===== src/rtl/vx_muldiv_sequencer_pkg.sv =====
// Shared constants and FSM encoding for the muldiv front-end sequencer.
package vx_muldiv_sequencer_pkg;

    typedef enum logic {
        IDLE = 1'b0,
        BUSY = 1'b1
    } seq_state_e;

    function automatic int unsigned up1(input int unsigned x);
        return (x == 0) ? 1 : x;
    endfunction

    function automatic int unsigned num_pkts(input int unsigned threads, input int unsigned lanes);
        return threads / lanes;
    endfunction

    function automatic int unsigned pid_width(input int unsigned threads, input int unsigned lanes);
        return up1($clog2(threads / lanes));
    endfunction

endpackage


===== src/rtl/vx_muldiv_sequencer_findnext.sv =====
// Finds the lowest set bit of i_vec at/above i_base and reports whether any set bit lies beyond it.
module vx_muldiv_sequencer_findnext #(
    parameter int unsigned N         = 4,
    parameter int unsigned PID_WIDTH = 2,
    parameter bit          INCLUSIVE = 1'b0
) (
    input  logic [N-1:0]         i_vec,
    input  logic [PID_WIDTH-1:0] i_base,
    output logic [PID_WIDTH-1:0] o_idx,
    output logic                 o_has_next
);

    logic [N:0]   w_lo;
    logic [N:0]   w_hi;
    logic [N-1:0] w_masked;
    logic         w_found;

    // One extra bit on the masks so a shift by N still yields an all-ones mask.
    always_comb begin
        w_lo     = ((N+1)'(1) << (32'(i_base) + (INCLUSIVE ? 32'd0 : 32'd1))) - (N+1)'(1);
        w_masked = i_vec & ~w_lo[N-1:0];
        o_idx    = '0;
        w_found  = 1'b0;
        for (int unsigned i = 0; i < N; i++) begin
            if (w_masked[i] && !w_found) begin
                o_idx   = PID_WIDTH'(i);
                w_found = 1'b1;
            end
        end
        w_hi       = ((N+1)'(1) << (32'(o_idx) + 32'd1)) - (N+1)'(1);
        o_has_next = |(w_masked & ~w_hi[N-1:0]);
    end

endmodule


===== src/rtl/vx_muldiv_sequencer.sv =====
// Splits one warp-wide muldiv request into NUM_LANES-wide packets, skipping all-zero lane batches.
module vx_muldiv_sequencer
    import vx_muldiv_sequencer_pkg::*;
#(
    parameter int unsigned NUM_THREADS = 8,
    parameter int unsigned NUM_LANES   = 2,
    parameter int unsigned XLEN        = 32,
    parameter int unsigned TAG_WIDTH   = 64,
    localparam int unsigned NUM_PKTS   = num_pkts(NUM_THREADS, NUM_LANES),
    localparam int unsigned PID_WIDTH  = pid_width(NUM_THREADS, NUM_LANES)
) (
    input  logic                        clk,
    input  logic                        reset,
    input  logic                        valid_in,
    output logic                        ready_in,
    input  logic [TAG_WIDTH-1:0]        tag_in,
    input  logic [NUM_THREADS-1:0]      tmask_in,
    input  logic [NUM_THREADS*XLEN-1:0] rs1_in,
    input  logic [NUM_THREADS*XLEN-1:0] rs2_in,
    output logic                        valid_out,
    input  logic                        ready_out,
    output logic [TAG_WIDTH-1:0]        tag_out,
    output logic [NUM_LANES-1:0]        tmask_out,
    output logic [NUM_LANES*XLEN-1:0]   rs1_out,
    output logic [NUM_LANES*XLEN-1:0]   rs2_out,
    output logic [PID_WIDTH-1:0]        pid_out,
    output logic                        sop_out,
    output logic                        eop_out
);

    if (NUM_THREADS % NUM_LANES != 0) begin : g_bad_cfg
        $error("NUM_THREADS must be a multiple of NUM_LANES");
    end

    seq_state_e                  r_state, w_state_nxt;
    logic [TAG_WIDTH-1:0]        r_tag;
    logic [NUM_THREADS-1:0]      r_tmask;
    logic [NUM_THREADS*XLEN-1:0] r_rs1, r_rs2;
    logic [NUM_PKTS-1:0]         r_bm, w_bm_in;
    logic [PID_WIDTH-1:0]        r_pid, w_cap_idx, w_nxt_idx;
    logic                        r_sop, r_eop, w_cap_has_next, w_nxt_has_next;
    logic                        w_fire_in, w_fire_out;

    always_comb begin
        w_bm_in = '0;
        for (int unsigned k = 0; k < NUM_PKTS; k++) begin
            w_bm_in[k] = |tmask_in[k*NUM_LANES +: NUM_LANES];
        end
    end

    vx_muldiv_sequencer_findnext #(
        .N(NUM_PKTS), .PID_WIDTH(PID_WIDTH), .INCLUSIVE(1'b1)
    ) u_find_first (
        .i_vec(w_bm_in), .i_base('0), .o_idx(w_cap_idx), .o_has_next(w_cap_has_next)
    );

    vx_muldiv_sequencer_findnext #(
        .N(NUM_PKTS), .PID_WIDTH(PID_WIDTH), .INCLUSIVE(1'b0)
    ) u_find_next (
        .i_vec(r_bm), .i_base(r_pid), .o_idx(w_nxt_idx), .o_has_next(w_nxt_has_next)
    );

    assign w_fire_in  = valid_in && ready_in;
    assign w_fire_out = (r_state == BUSY) && ready_out;

    always_ff @(posedge clk or posedge reset) begin
        if (reset) r_state <= IDLE;
        else       r_state <= w_state_nxt;
    end

    always_comb begin
        w_state_nxt = r_state;
        case (r_state)
            IDLE:    if (w_fire_in) w_state_nxt = BUSY;
            BUSY:    if (w_fire_out && r_eop) w_state_nxt = w_fire_in ? BUSY : IDLE;
            default: w_state_nxt = IDLE;
        endcase
    end

    always_comb begin
        valid_out = (r_state == BUSY);
        ready_in  = (r_state == IDLE) || ((r_state == BUSY) && ready_out && r_eop);
    end

    // A capture takes priority: it only coincides with an output fire on the eop packet.
    always_ff @(posedge clk or posedge reset) begin
        if (reset) begin
            r_pid <= '0;
            r_sop <= 1'b0;
            r_eop <= 1'b0;
        end else if (w_fire_in) begin
            r_pid <= w_cap_idx;
            r_sop <= 1'b1;
            r_eop <= ~w_cap_has_next;
        end else if (w_fire_out && !r_eop) begin
            r_pid <= w_nxt_idx;
            r_sop <= 1'b0;
            r_eop <= ~w_nxt_has_next;
        end
    end

    always_ff @(posedge clk) begin
        if (w_fire_in) begin
            r_tag   <= tag_in;
            r_tmask <= tmask_in;
            r_rs1   <= rs1_in;
            r_rs2   <= rs2_in;
            r_bm    <= w_bm_in;
        end
    end

    assign tag_out   = r_tag;
    assign tmask_out = r_tmask[32'(r_pid)*NUM_LANES +: NUM_LANES];
    assign rs1_out   = r_rs1[32'(r_pid)*NUM_LANES*XLEN +: NUM_LANES*XLEN];
    assign rs2_out   = r_rs2[32'(r_pid)*NUM_LANES*XLEN +: NUM_LANES*XLEN];
    assign pid_out   = r_pid;
    assign sop_out   = r_sop;
    assign eop_out   = r_eop;

    a_valid_known: assert property (@(posedge clk) disable iff (reset) !$isunknown(valid_out));

endmodule


===== config.mk =====
export PLATFORM = sky130hd
export DESIGN_NAME = vx_muldiv_sequencer
export DESIGN_NICKNAME = d
export VERILOG_FILES = /design/src/rtl/vx_muldiv_sequencer_pkg.sv /design/src/rtl/vx_muldiv_sequencer_findnext.sv /design/src/rtl/vx_muldiv_sequencer.sv
export SDC_FILE = /design/constraint.sdc
export NUM_CORES = 1
export LEC_CHECK = 0
export CAP_MARGIN = 5
export CORE_AREA = 2 2 302 304
export DETAILED_ROUTE_END_ITERATION = 16
export DIE_AREA = 0 0 304 306
export PLACE_DENSITY_LB_ADDON = 0.1
export SYNTH_ARGS = -nofsm -noshare
export SYNTH_HDL_FRONTEND = slang
export SYNTH_SLANG_ARGS = --single-unit

===== constraint.sdc =====
create_clock -name clk -period 39.6 [get_ports clk]
set_input_delay 11.88 -clock clk [delete_from_list [all_inputs] [get_ports clk]]
set_output_delay 11.88 -clock clk [all_outputs]
set_load 0.01 [all_outputs]

## Word level (Yosys, flattened, before mapping)

Cells that the tools add are included.

- $add $sub $neg: 6
- Multiplexer cells: 21
- Multipliers: 0
- Shift-type cells: 6
- Divide/modulo/power cells: 0
- Bitwise logic cells: 9
- Equality and inequality tests: 0
- Reductions and logical operators: 25
- Magnitude comparators: 0

Operators by type and width:

| cell | count |
|---|---|
| $shiftx 256x9->64 | 2 |
| $shl 1x32->4 const A | 3 |
| $mux 1 | 14 |
| $and 4x4->4 | 3 |
| $mux 2 | 6 |
| $not 4->4 | 3 |
| $sub 4x2->4 const B | 3 |
| $logic_and 1x1->1 | 10 |
| $add 2x1->3 const B | 3 |
| $reduce_or 2->1 | 4 |
| $reduce_or 4->1 | 2 |
| $shiftx 8x4->2 | 1 |
| $logic_not 1->1 | 7 |
| $not 1->1 | 3 |
| $pmux 1 s2 | 1 |
| $reduce_bool 2->1 | 1 |
| $logic_or 1x1->1 | 1 |

- Memories kept: 0
- Flip-flop bits (word level): 593
- Memory bits (writable): 0
- Memory bits (read-only): 0
- Bits in latches: 0

## Logic depth before layout (Yosys ltp)

Gate-level depths: netlist of the first run.

- Word-level depth: 24
- Mapped depth: 6

## Modules after synthesis

From an unflattened synthesis of the first run, not the netlist that was laid out.

- Cells, all modules: 807
- Area, all modules: 21,231.6 um^2

By module, submodules not included:

| module | times used | area each (um^2) | cells an instance | seq. area each (um^2) |
|---|---|---|---|---|
| vx_muldiv_sequencer | 1 | 21,081.5 | 781 | 17,782.1 |
| vx_muldiv_sequencer_findnext (u_find_first) | 1 | 88.8 | 16 | 0.0 |
| vx_muldiv_sequencer_findnext (u_find_next) | 1 | 61.3 | 10 | 0.0 |

## Worst setup path before layout of the first run

No wires, ideal clock.

- Kind: input port to flip-flop
- Start: input port ready_out
- End: register r_pid[1] (netlist: pid_out[1])
- Stages: 4
- Path slack: 14.403 ns
- Arrival time: 24.533 ns
- Required time: 38.936 ns
- Path through: a21bo_2 > nand2_1 > inv_1 > o311ai_0

- Longest elaborated chain between the ends: 5
- Elaborated cells between the ends (all ways): 7
- Those cells by class: mux (1); reduce/logical (6)

Ends and longest elaborated chain:

| item | line | RTL |
|---|---|---|
| start: declaration | vx_muldiv_sequencer.sv:21 | `input logic ready_out,` |
| $logic_and 1x1->1 * (2 in series) | vx_muldiv_sequencer.sv:82 | `ready_in = (r_state == IDLE) \|\| ((r_state == BUSY) && ready_out && r_eop);` |
| $logic_or 1x1->1 * | vx_muldiv_sequencer.sv:82 |  |
| $logic_and 1x1->1 * | vx_muldiv_sequencer.sv:63 | `assign w_fire_in = valid_in && ready_in;` |
| net w_fire_in | vx_muldiv_sequencer.sv:42 | `logic w_fire_in, w_fire_out;` |
| $mux 2 / $reduce_bool 2->1 (equally long branches) | n/a |  |
| end signal: assignment | vx_muldiv_sequencer.sv:92 | `r_pid <= w_cap_idx;` |
| end signal: assignment | vx_muldiv_sequencer.sv:96 | `r_pid <= w_nxt_idx;` |
| end: declaration | vx_muldiv_sequencer.sv:40 | `logic [PID_WIDTH-1:0] r_pid, w_cap_idx, w_nxt_idx;` |

The timed path passes the listed nets; every way through them passes the cells marked *.
A chain may end at the register's enable or synchronous reset.

## Final worst setup path of the first run

- Start: input port ready_out
- End: output port ready_in

- Longest elaborated chain between the ends: 3

Ends and longest elaborated chain:

| item | line | RTL |
|---|---|---|
| $logic_and 1x1->1 (2 in series) | vx_muldiv_sequencer.sv:82 |  |
| $logic_or 1x1->1 | vx_muldiv_sequencer.sv:82 |  |
| end: declaration | vx_muldiv_sequencer.sv:15 | `output logic ready_in,` |

No other way between the ends.

==> results of run 1 <==
==> sequential cells by signal, summed over array words and instances (netlist names) <==
name and count:
eop_out 1, r_tmask 8, pid_out 2, tag_out 64, r_bm 3, sop_out 1
valid_out 1, r_rs1 256, r_rs2 256
==> worst max-delay path: stages <==
cell             delay, ns
clkdlybuf4s50_1       0.50
a21bo_2               0.16
clkdlybuf4s50_1       0.54
==> stage by stage <==
step | instance area (µm²) | cells
after floorplan | 21100 | 791
after global placement | 30300 | 2736
after detailed placement | 30300 | 2736
after CTS | 32600 | 2868
after global routing | 32600 | 2871
final | 32600 | 2876
==> cells in the final DEF (no fill, tap or decap), drive strengths merged <==
cell	instances
buf	12
and3	2
nand2b	1
o211ai	2
o21ai	2
mux4	130
nor2b	1
o31ai	2
edfxtp	587
a21oi	2
diode	8
o311ai	2
clkbuf	96
clkinvlp	1
nand2	1
bufinv	3
inv	11
clkdlybuf4s50	787
dfrtp	5
nor2	9
a21bo	1
nand3	5
clkinv	29
o2111ai	1
==> final cells by class <==
| class | instances | area, µm² |
|---|---|---|
| Fill cell | 8349 | 57000 |
| Clock inverter | 36 | 249 |
| Multi-Input combinational cell | 161 | 3100 |
| Antenna cell | 8 | 20.0 |
| Sequential cell | 592 | 17800 |
| Clock buffer | 96 | 2000 |
| Timing Repair Buffer | 799 | 7970 |
| Tap cell | 1176 | 1470 |
| Inverter | 8 | 37.5 |
==> metal layers <==
layer	wire length, µm	part of all wire, %	up-vias
met5	360	0.54	-
li1	-	-	5127
met4	1530	2.3	54
met1	22900	35	5848
met2	33100	50	550
met3	8230	12	140
==> cell families after synthesis <==
| group | after synthesis | synth area share [%] |
|---|---|---|
| AND/OR/NAND/NOR | 19 | 0.415 |
| buffers and inverters | 38 | 1.10 |
| multiplexers | 130 | 13.9 |
| AO/OA/AOI/OAI | 12 | 0.409 |
| flip-flops | 592 | 84.2 |
==> worst paths after layout <==
path / startpoint / end / slack [ns] / cells after the start
setup / recovery: ready_out / ready_in / 14.64 / 3
hold / removal: sop_out$_DFFE_PP0P_ / sop_out$_DFFE_PP0P_ / 0.51 / 2
setup reg to reg: eop_out$_DFFE_PP0P_ / r_rs1[170]$_DFFE_PP_ / 35.07 / 6
hold reg to reg: sop_out$_DFFE_PP0P_ / sop_out$_DFFE_PP0P_ / 0.51 / 2
max in group asynchronous: reset / pid_out[1]$_DFFE_PP0P_ / 27.86 / 2
min in group asynchronous: reset / valid_out$_DFF_PP0_ / 11.49 / 2
==> power groups by stage <==
stage	Sequential, W	Clock (W)	Combinational, W
final	0.000827	0.000631	0.000563
after global routing	0.000836	0.000680	0.000603
after CTS	0.000830	0.000657	0.000583
after detailed placement	0.000842	0	0.000580
after global placement	0.000839	0	0.000580
after floorplan	0.000881	0	0.000274
==> summary.txt, run 1 <==
Power
  – Power Density: 62.0 nW/µm²
  – Comb pwr share: 27.9%
  – Switching share of total power: 26.7%
  – Pleak: 10.6 nW
  – Switch Pwr: 0.000539 W
  – Clock network power share: 31.2%
  – Total power: 0.00202 W
  – Pint: 0.00148 W
  – Worst vdd ir: 0.0501 mV
  – Seq pwr share: 40.9%

Timing
  – Clk_skew: 0.0195 ns
  – Hold Vio Cnt, Final: 0
  – Worst-Margin Slew: 1.14 ns
  – Final setup viols: 0
  – Fin crit period: 24.96 ns
  – Slew Limit Fails: 0
  – Worst hold slack: 0.505 ns
  – RSZ-0062 raised after global routing: no
  – Fmax achieved: 0.0401 GHz
  – Fin crit share: 63.0%
  – Final setup margin: 14.64 ns
  – Worst relative slew slack: 24.1%
  – Setup TNS: 0 ns

Synth
  – Mapped Avg Cell Area: 26.7 µm²
  – Area contributors post-synth: edfxtp_1 (84%), mux4_2 (14%), dfrtp_1 (0.59%)
  – Synth cell types: 22
  – Post-synth ARST share: 0.845%
  – EDFF count, synth: 587
  – Syn Inst Count: 791
  – Post-synth top area share: 83.6%
  – Mapped Area: 21100 µm²
  – Top-count cell post-synth: edfxtp_1
  – Cell type with the highest aggregate area in the netlist: edfxtp_1
  – Sequential area share after synthesis: 84.2%
  – Synth Register Bits: 592
  – Primary FF master, synth: edfxtp_1
  – Net count after synthesis: 1379
  – Most frequent cells after synthesis: edfxtp_1 (587), mux4_2 (130), buf_2 (14), buf_6 (9), nor2_1 (9)
  – Yosys warns: 0

Detailed routing
  – Routed vias/inst: 4.07
  – Initial DRC Count: 632
  – DRT Pass-1 Iters: 4
  – DR DRC count: 0
  – DR WL/cell: 23.0 µm
  – Post-Route WL: 66100 µm
  – Via count: 11700
  – Antenna viol nets, final: 0

Setup path
  – Critical path data required time: 27.72 ns
  – Crit Path Category: primary input to output port
  – CP Data Arrival Time: 13.08 ns
  – Crit-path max FO: 3
  – CP Launch Type: primary input
  – Setup crit end kind: output port

Run status
  – Outcome: finished, final reports clean

Global route
  – Tot GR Track Use: 14.0%
  – GR peak layer: met2
  – Global-route met2 utilization: 23.7%
  – First-pass GRT wire length: 92600 µm
  – Grt ovf: 0
  – M1 GR Usage: 14.2%
  – Met3 usage: 8.47%
  – Pin count of the biggest net entering global routing: 120
  – Vias in the first global route: 13000
  – Initial antenna violation count: 35

Floorplan
  – Site row count: 110
  – Die W: 304 µm
  – DIE AREA: 93000 µm²
  – I/O Pins: 788
  – Initial core utilization: 23.5%
  – Core area: 89600 µm²
  – Die height: 306 µm

Clock tree
  – Gates resized, CTS repair: 0
  – Clk sinks: 592
  – CTS tree: done
  – Worst-Skew Late Latency: 0.62 ns
  – Max Root-Sink Buffers: 3
  – CTS clock-pin slew for the worst setup and hold paths: 0.05 ns
  – Total clock buffers created by CTS: 74
  – Post-CTS Hold Buffers: 0
  – H-tree levels: 3
  – CTS root buffer: clkbuf_16
  – Post-CTS Repair Setup Buffers: 0

Layout
  – Area Overhead vs Synth: 54.6%
  – Final core occ: 36.4%
  – Nets: 2224
  – Layout cells sized above 1: 14.0%

Run
  – Max-cap violations: 0

Placed design
  – Port Buffer Count: 787
  – Placed wire-length estimate: 48300 µm
  – Place WS: 14.64 ns
  – RePlAce Congestion: 0.751

Worst hold path
  – HP Class: flip-flop to flip-flop
No activity file was read; power rests on OpenSTA's default activity.
==> run 2: changes to the inputs <==
--- a/config.mk
+++ b/config.mk
@@ -6,9 +6,9 @@
 export NUM_CORES = 1
 export LEC_CHECK = 0
 export CAP_MARGIN = 5
-export CORE_AREA = 2 2 302 304
+export CORE_AREA = 2 2 307 309
 export DETAILED_ROUTE_END_ITERATION = 16
-export DIE_AREA = 0 0 304 306
+export DIE_AREA = 0 0 309 311
 export PLACE_DENSITY_LB_ADDON = 0.1
 export SYNTH_ARGS = -nofsm -noshare
 export SYNTH_HDL_FRONTEND = slang
==> constraint.sdc (replaced) <==
create_clock -name clk -period 23.9 [get_ports clk]
set_input_delay 7.17 -clock clk [delete_from_list [all_inputs] [get_ports clk]]
set_output_delay 7.17 -clock clk [all_outputs]
set_load 0.01 [all_outputs]
==> run 2 against run 1 <==
Die area increased by 3.3%. First-iteration DRC count increased by 7.4%. Non-clock buffer count decreased by 1. Critical path depth unchanged. Design area increased by 0.56%. Highest routed layer unchanged.
==> summary.txt, run 2 (synthesized netlist as in run 1, its figures left out) <==
Setup path
  – CP Launch Type: primary input
  – Cell repeated most along the worst path: clkdlybuf4s50_1
  – CP Data Arrival Time: 8.44 ns (-4.64 ns)
  – Max incr delay on CP: 0.56 ns (+0.02 ns)
  – Cells along the critical path: clkdlybuf4s50_1 > a21bo_2 > clkdlybuf4s50_1
  – Slowest-stage cell, CP: clkdlybuf4s50_1
  – Reg2reg path depth: 6 (unchanged)
  – Crit-path max FO: 3 (unchanged)
  – Setup crit end kind: output port
  – Crit Path Category: primary input to output port
  – Critical path data required time: 16.73 ns (-10.99 ns)

Timing
  – Fmax achieved: 0.0641 GHz
  – Worst-Margin Slew: 1.12 ns (-0.0179 ns)
  – Fin crit period: 15.61 ns
  – Setup TNS: 0 ns (unchanged)
  – Final setup viols: 0 (unchanged)
  – Fin crit share: 65.3%
  – Worst relative slew slack: 25.3% (+1.2 points)
  – Slew Limit Fails: 0 (unchanged)
  – RSZ-0062 raised after global routing: no
  – Hold Vio Cnt, Final: 0 (unchanged)
  – Clk_skew: 0.0260 ns (+0.00649 ns)

Detailed routing
  – DR DRC count: 0 (unchanged)
  – DR WL/cell: 22.3 µm (-3.1%)
  – Antenna viol nets, final: 0 (unchanged)
  – Routed vias/inst: 3.93 (-3.6%)
  – Initial DRC Count: 679 (+7.4%)
  – Post-Route WL: 65900 µm (-0.39%)
  – DRT Pass-1 Iters: 4 (unchanged)
  – Via count: 11600 (-0.90%)

Layout
  – Nets: 2222 (-0.090%)
  – Layout cells sized above 1: 14.4% (+0.42 points)
  – Area Overhead vs Synth: 55.5%
  – Commonest non-fill, non-tap cell in the layout: clkdlybuf4s50_1
  – Most frequent cells in the layout: clkdlybuf4s50_1 (787), edfxtp_1 (587), mux4_2 (130)

Run status
  – Outcome: finished, final reports clean

Clock tree
  – CTS clock-pin slew for the worst setup and hold paths: 0.05 ns (about the same)
  – Gates resized, CTS repair: 0 (unchanged)
  – CTS tree: done
  – Worst-Skew Late Latency: 0.62 ns (about the same)
  – Total clock buffers created by CTS: 73 (-1.4%)
  – Post-CTS Hold Buffers: 0 (unchanged)
  – Clk sinks: 592 (unchanged)
  – Post-CTS Repair Setup Buffers: 0 (unchanged)
  – Max Root-Sink Buffers: 3 (unchanged)
  – H-tree levels: 3 (unchanged)
  – CTS root buffer: clkbuf_16

Global route
  – Vias in the first global route: 12800 (-1.3%)
  – Pin count of the biggest net entering global routing: 154 (+28%)
  – Initial antenna violation count: 34 (-2.9%)
  – Grt ovf: 0 (unchanged)
  – First-pass GRT wire length: 91100 µm (-1.6%)
  – Tot GR Track Use: 13.3% (-0.64 points)

Floorplan
  – I/O Pins: 788 (unchanged)
  – DIE AREA: 96100 µm² (+3.3%)
  – Die height: 311 µm (+1.6%)
  – Core area: 92800 µm² (+3.5%)
  – Initial core utilization: 22.7% (-0.80 points)
  – Die W: 309 µm (+1.6%)
  – Site row count: 112 (+1.8%)

Power
  – Pleak: 10.7 nW (+0.43%)
  – Power Density: 103 nW/µm² (+67%)
  – Total power: 0.00339 W (+67%)
  – Worst vdd ir: 0.0518 mV (+3.5%)

Worst hold path
  – Worst hold path cell count: 2 (unchanged)
  – HP Class: flip-flop to flip-flop

Placed design
  – Port Buffer Count: 787 (unchanged)
  – RePlAce Congestion: 0.737 (-1.8%)
  – Placed wire-length estimate: 47700 µm (-1.2%)

Run
  – Max-cap violations: 0 (unchanged)
==> run 2: per-layer routing <==
| metal | global-route usage [%] | part of all wire (%) |
|---|---|---|
| met1 | 13.2 | 34 |
| met2 | 22.7 | 50 |
| met3 | 8.56 | 14 |
| met4 | 3.81 | 2.2 |
| met5 | 0 | 0.47 |
==> run 2: stage by stage <==
step / cell area (µm²) / hold WS (ns) / cells / utilization (%) / setup WS [ns]
after global routing: 32800 / 0.554 / 2946 / 35.3 / 8.22
after global placement: 30400 / 0.535 / 2813 / 32.8 / 8.26
after detailed placement: 30400 / 0.538 / 2813 / 32.8 / 8.28
after floorplan: 21100 / 0.535 / 791 / - / 3.41
after CTS: 32800 / 0.550 / 2945 / 35.3 / 8.28
final: 32800 / 0.529 / 2956 / 35.3 / 8.29
==> run 2: worst paths after layout <==
check	to	slack, ns	from
max reg2reg	r_rs1[205]$_DFFE_PP_	18.75	valid_out$_DFF_PP0_
min in group asynchronous	valid_out$_DFF_PP0_	6.77	reset
max in group asynchronous	pid_out[1]$_DFFE_PP0P_	16.90	reset
max	ready_in	8.29	ready_out
min reg2reg	sop_out$_DFFE_PP0P_	0.53	sop_out$_DFFE_PP0P_
min	sop_out$_DFFE_PP0P_	0.53	sop_out$_DFFE_PP0P_
==> run 2: where the power goes <==
part | internal, W | switching, W | total (W)
combinational | 0.000520 | 0.000397 | 0.000917
clock | 0.000651 | 0.000431 | 0.00108
sequential | 0.00132 | 0.0000699 | 0.00139
==> run 2: worst max-delay path: cells and delay by family <==
family	cells	cell delay, ns
buffers and inverters	2	1.05
AO/OA/AOI/OAI	1	0.21
==> run 2: cell type report <==
type                            instances  area, µm²
Multi-Input combinational cell        161       3100
Clock buffer                           92       1980
Timing Repair Buffer                  798       7960
Clock inverter                         40        349
Antenna cell                           11       27.5
Fill cell                            8798      60000
Inverter                                8       37.5
Sequential cell                       592      17800
Tap cell                             1254       1570
==> run 3: changes to the inputs <==
--- a/config.mk
+++ b/config.mk
@@ -6,9 +6,9 @@
 export NUM_CORES = 1
 export LEC_CHECK = 0
 export CAP_MARGIN = 5
-export CORE_AREA = 2 2 307 309
+export CORE_AREA = 2 2 303 305
 export DETAILED_ROUTE_END_ITERATION = 16
-export DIE_AREA = 0 0 309 311
+export DIE_AREA = 0 0 305 307
 export PLACE_DENSITY_LB_ADDON = 0.1
 export SYNTH_ARGS = -nofsm -noshare
 export SYNTH_HDL_FRONTEND = slang
==> constraint.sdc (replaced) <==
create_clock -name clk -period 14 [get_ports clk]
set_input_delay 4.2 -clock clk [delete_from_list [all_inputs] [get_ports clk]]
set_output_delay 4.2 -clock clk [all_outputs]
set_load 0.01 [all_outputs]
==> run 3 against run 2 <==
Worst hold slack worse by 0.019 ns. Design area shrank 0.50%. Via count is 0.66% higher. Clock skew fell by 0.0015 ns. Sequential power grew 68%. Largest power group unchanged. Routed wire length increased by 1.3%. Sequential cell count is the same. Die area is 2.6% lower. Critical endpoint unchanged. Clock power up 66%.
==> summary.txt, run 3 (synthesized netlist as in run 1, its figures left out) <==
Timing
  – Fmax achieved: 0.104 GHz
  – Final setup viols: 0 (unchanged)
  – Fin crit period: 9.58 ns
  – Worst-Margin Slew: 1.15 ns (+0.0276 ns)
  – Setup TNS: 0 ns (unchanged)
  – Slew Limit Fails: 0 (unchanged)
  – Fin crit share: 68.4%
  – Clk_skew: 0.0245 ns (-0.00145 ns)
  – Hold Vio Cnt, Final: 0 (unchanged)
  – Worst relative slew slack: 23.4% (-1.8 points)
  – RSZ-0062 raised after global routing: no

Setup path
  – RR Endpoint: r_rs2[181]$_DFFE_PP_
  – Crit-path max FO: 3 (unchanged)
  – Setup crit end kind: output port
  – Max incr delay on CP: 0.53 ns (-0.03 ns)
  – CP Launch Type: primary input
  – Reg2reg path depth: 6 (unchanged)
  – Crit path launch: ready_out
  – Cell repeated most along the worst path: clkdlybuf4s50_1
  – Cells along the critical path: clkdlybuf4s50_1 > a21bo_2 > clkdlybuf4s50_1
  – CP Data Arrival Time: 5.38 ns (-3.06 ns)
  – Crit Path Category: primary input to output port
  – Critical path data required time: 9.80 ns (-6.93 ns)
  – Worst R2R Setup Slack: 10.32 ns (-8.43 ns)
  – RR Startpoint: eop_out$_DFFE_PP0P_
  – Slowest-stage cell, CP: clkdlybuf4s50_1

Layout
  – Final Non-Filler Cells: 2884 (-2.4%)
  – Storage element area: 17800 µm² (unchanged)
  – Nets: 2222 (unchanged)
  – Filler cell count: 8532 (-3.0%)
  – Commonest non-fill, non-tap cell in the layout: clkdlybuf4s50_1
  – Layout cells sized above 1: 14.5% (+0.093 points)
  – Most frequent cells in the layout: clkdlybuf4s50_1 (787), edfxtp_1 (587), mux4_2 (130)
  – Area Overhead vs Synth: 54.7%
  – Area of the multi-input gates: 3100 µm² (unchanged)

Floorplan
  – DIE AREA: 93600 µm² (-2.6%)
  – I/O Pins: 788 (unchanged)
  – Die height: 307 µm (-1.3%)
  – Initial core utilization: 23.2% (+0.52 points)
  – Die W: 305 µm (-1.3%)
  – Core area: 90700 µm² (-2.2%)
  – Site row count: 111 (-0.89%)

Detailed routing
  – DRT Pass-1 Iters: 4 (unchanged)
  – Via count: 11700 (+0.66%)
  – Routed vias/inst: 4.05 (+3.2%)
  – Initial DRC Count: 660 (-2.8%)
  – DR WL/cell: 23.1 µm (+3.8%)
  – Post-Route WL: 66700 µm (+1.3%)
  – Antenna viol nets, final: 0 (unchanged)
  – DR DRC count: 0 (unchanged)

Clock tree
  – Worst-Skew Late Latency: 0.62 ns (about the same)
  – CTS root buffer: clkbuf_16
  – Total clock buffers created by CTS: 73 (unchanged)
  – CTS tree: done
  – CTS clock-pin slew for the worst setup and hold paths: 0.05 ns (about the same)
  – Gates resized, CTS repair: 0 (unchanged)
  – H-tree levels: 3 (unchanged)
  – Post-CTS Repair Setup Buffers: 0 (unchanged)
  – Clk sinks: 592 (unchanged)
  – Post-CTS Hold Buffers: 0 (unchanged)
  – Max Root-Sink Buffers: 3 (unchanged)

Worst hold path
  – Hold endpoint: sop_out$_DFFE_PP0P_
  – Hold path start: sop_out$_DFFE_PP0P_
  – HP Class: flip-flop to flip-flop
  – Worst hold path cell count: 2 (unchanged)

Power
  – Worst vdd ir: 0.123 mV (+140%)
  – Power Density: 175 nW/µm² (+70%)
  – Total power: 0.00572 W (+69%)
  – Pleak: 10.6 nW (-0.29%)

Placed design
  – Placed wire-length estimate: 48500 µm (+1.5%)
  – Placed Cells: 2745 (-2.4%)
  – Port Buffer Count: 787 (unchanged)
  – RePlAce Congestion: 0.744 (+0.87%)

Run
  – Max-cap violations: 0 (unchanged)

Global route
  – Vias in the first global route: 12900 (+0.26%)
  – First-pass GRT wire length: 92800 µm (+1.9%)
  – Pin count of the biggest net entering global routing: 168 (+9.1%)
  – Grt ovf: 0 (unchanged)
  – Tot GR Track Use: 14.0% (+0.70 points)
  – Initial antenna violation count: 35 (+2.9%)

Run status
  – Outcome: finished, final reports clean
## run 3: cell count changes in the layout (fill, tap and decap cells not counted), moves of 2 or more
cell	before	now
buf_12	0	2
buf_4	11	9
bufinv_16	6	3
clkinv_1	18	14
clkinv_2	10	17
## run 3: cell type report
type / count / share of cell area, %
Multi-Input combinational cell: 161 / 9.51
Timing Repair Buffer: 798 / 24.5
Antenna cell: 11 / 0.0844
Sequential cell: 592 / 54.4
Tap cell: 1186 / 4.55
Clock buffer: 91 / 6.07
Clock inverter: 37 / 0.779
Inverter: 8 / 0.104
## run 3: where the power goes
| part | switching [W] | internal [W] | total, W |
|---|---|---|---|
| combinational | 0.000709 | 0.000890 | 0.00160 |
| sequential | 0.0000914 | 0.00225 | 0.00234 |
| clock | 0.000733 | 0.00105 | 0.00179 |
## run 3: worst max-delay path by stage
| stage | end | slack, ns | cells after the start |
|---|---|---|---|
| 3_5_place_dp | ready_in | 4.43 | 3 |
| 5_1_grt | ready_in | 4.36 | 3 |
| 6_report | ready_in | 4.42 | 3 |
| 4_1_cts | ready_in | 4.42 | 3 |
| 3_3_place_gp | ready_in | 4.42 | 3 |
| 2_1_floorplan | pid_out[1]$_DFFE_PP0P_ | 0.17 | 4 |
## run 3: critical path, delay by kind of cell
family          cells  cell delay (ns)
buf+inv             2             1.02
compound gates      1             0.15
## run 3: per-stage QoR
stage	instance area, µm²	hold slack, ns	setup WS [ns]	utilization (%)
4_1_cts	32600	0.511	4.42	35.9
3_5_place_dp	30400	0.501	4.43	33.5
5_1_grt	32600	0.573	4.36	36.0
6_report	32600	0.509	4.42	36.0
2_1_floorplan	21100	0.535	0.167	-
3_3_place_gp	30400	0.488	4.42	33.5
## run 3: per-layer routing
| metal | routed length (µm) | global-route usage, % | vias up |
|---|---|---|---|
| met5 | 340 | 0 | - |
| li1 | - | - | 5122 |
| met4 | 1450 | 4.04 | 50 |
| met1 | 22800 | 14.4 | 5846 |
| met2 | 33900 | 24.1 | 544 |
| met3 | 8250 | 8.08 | 128 |
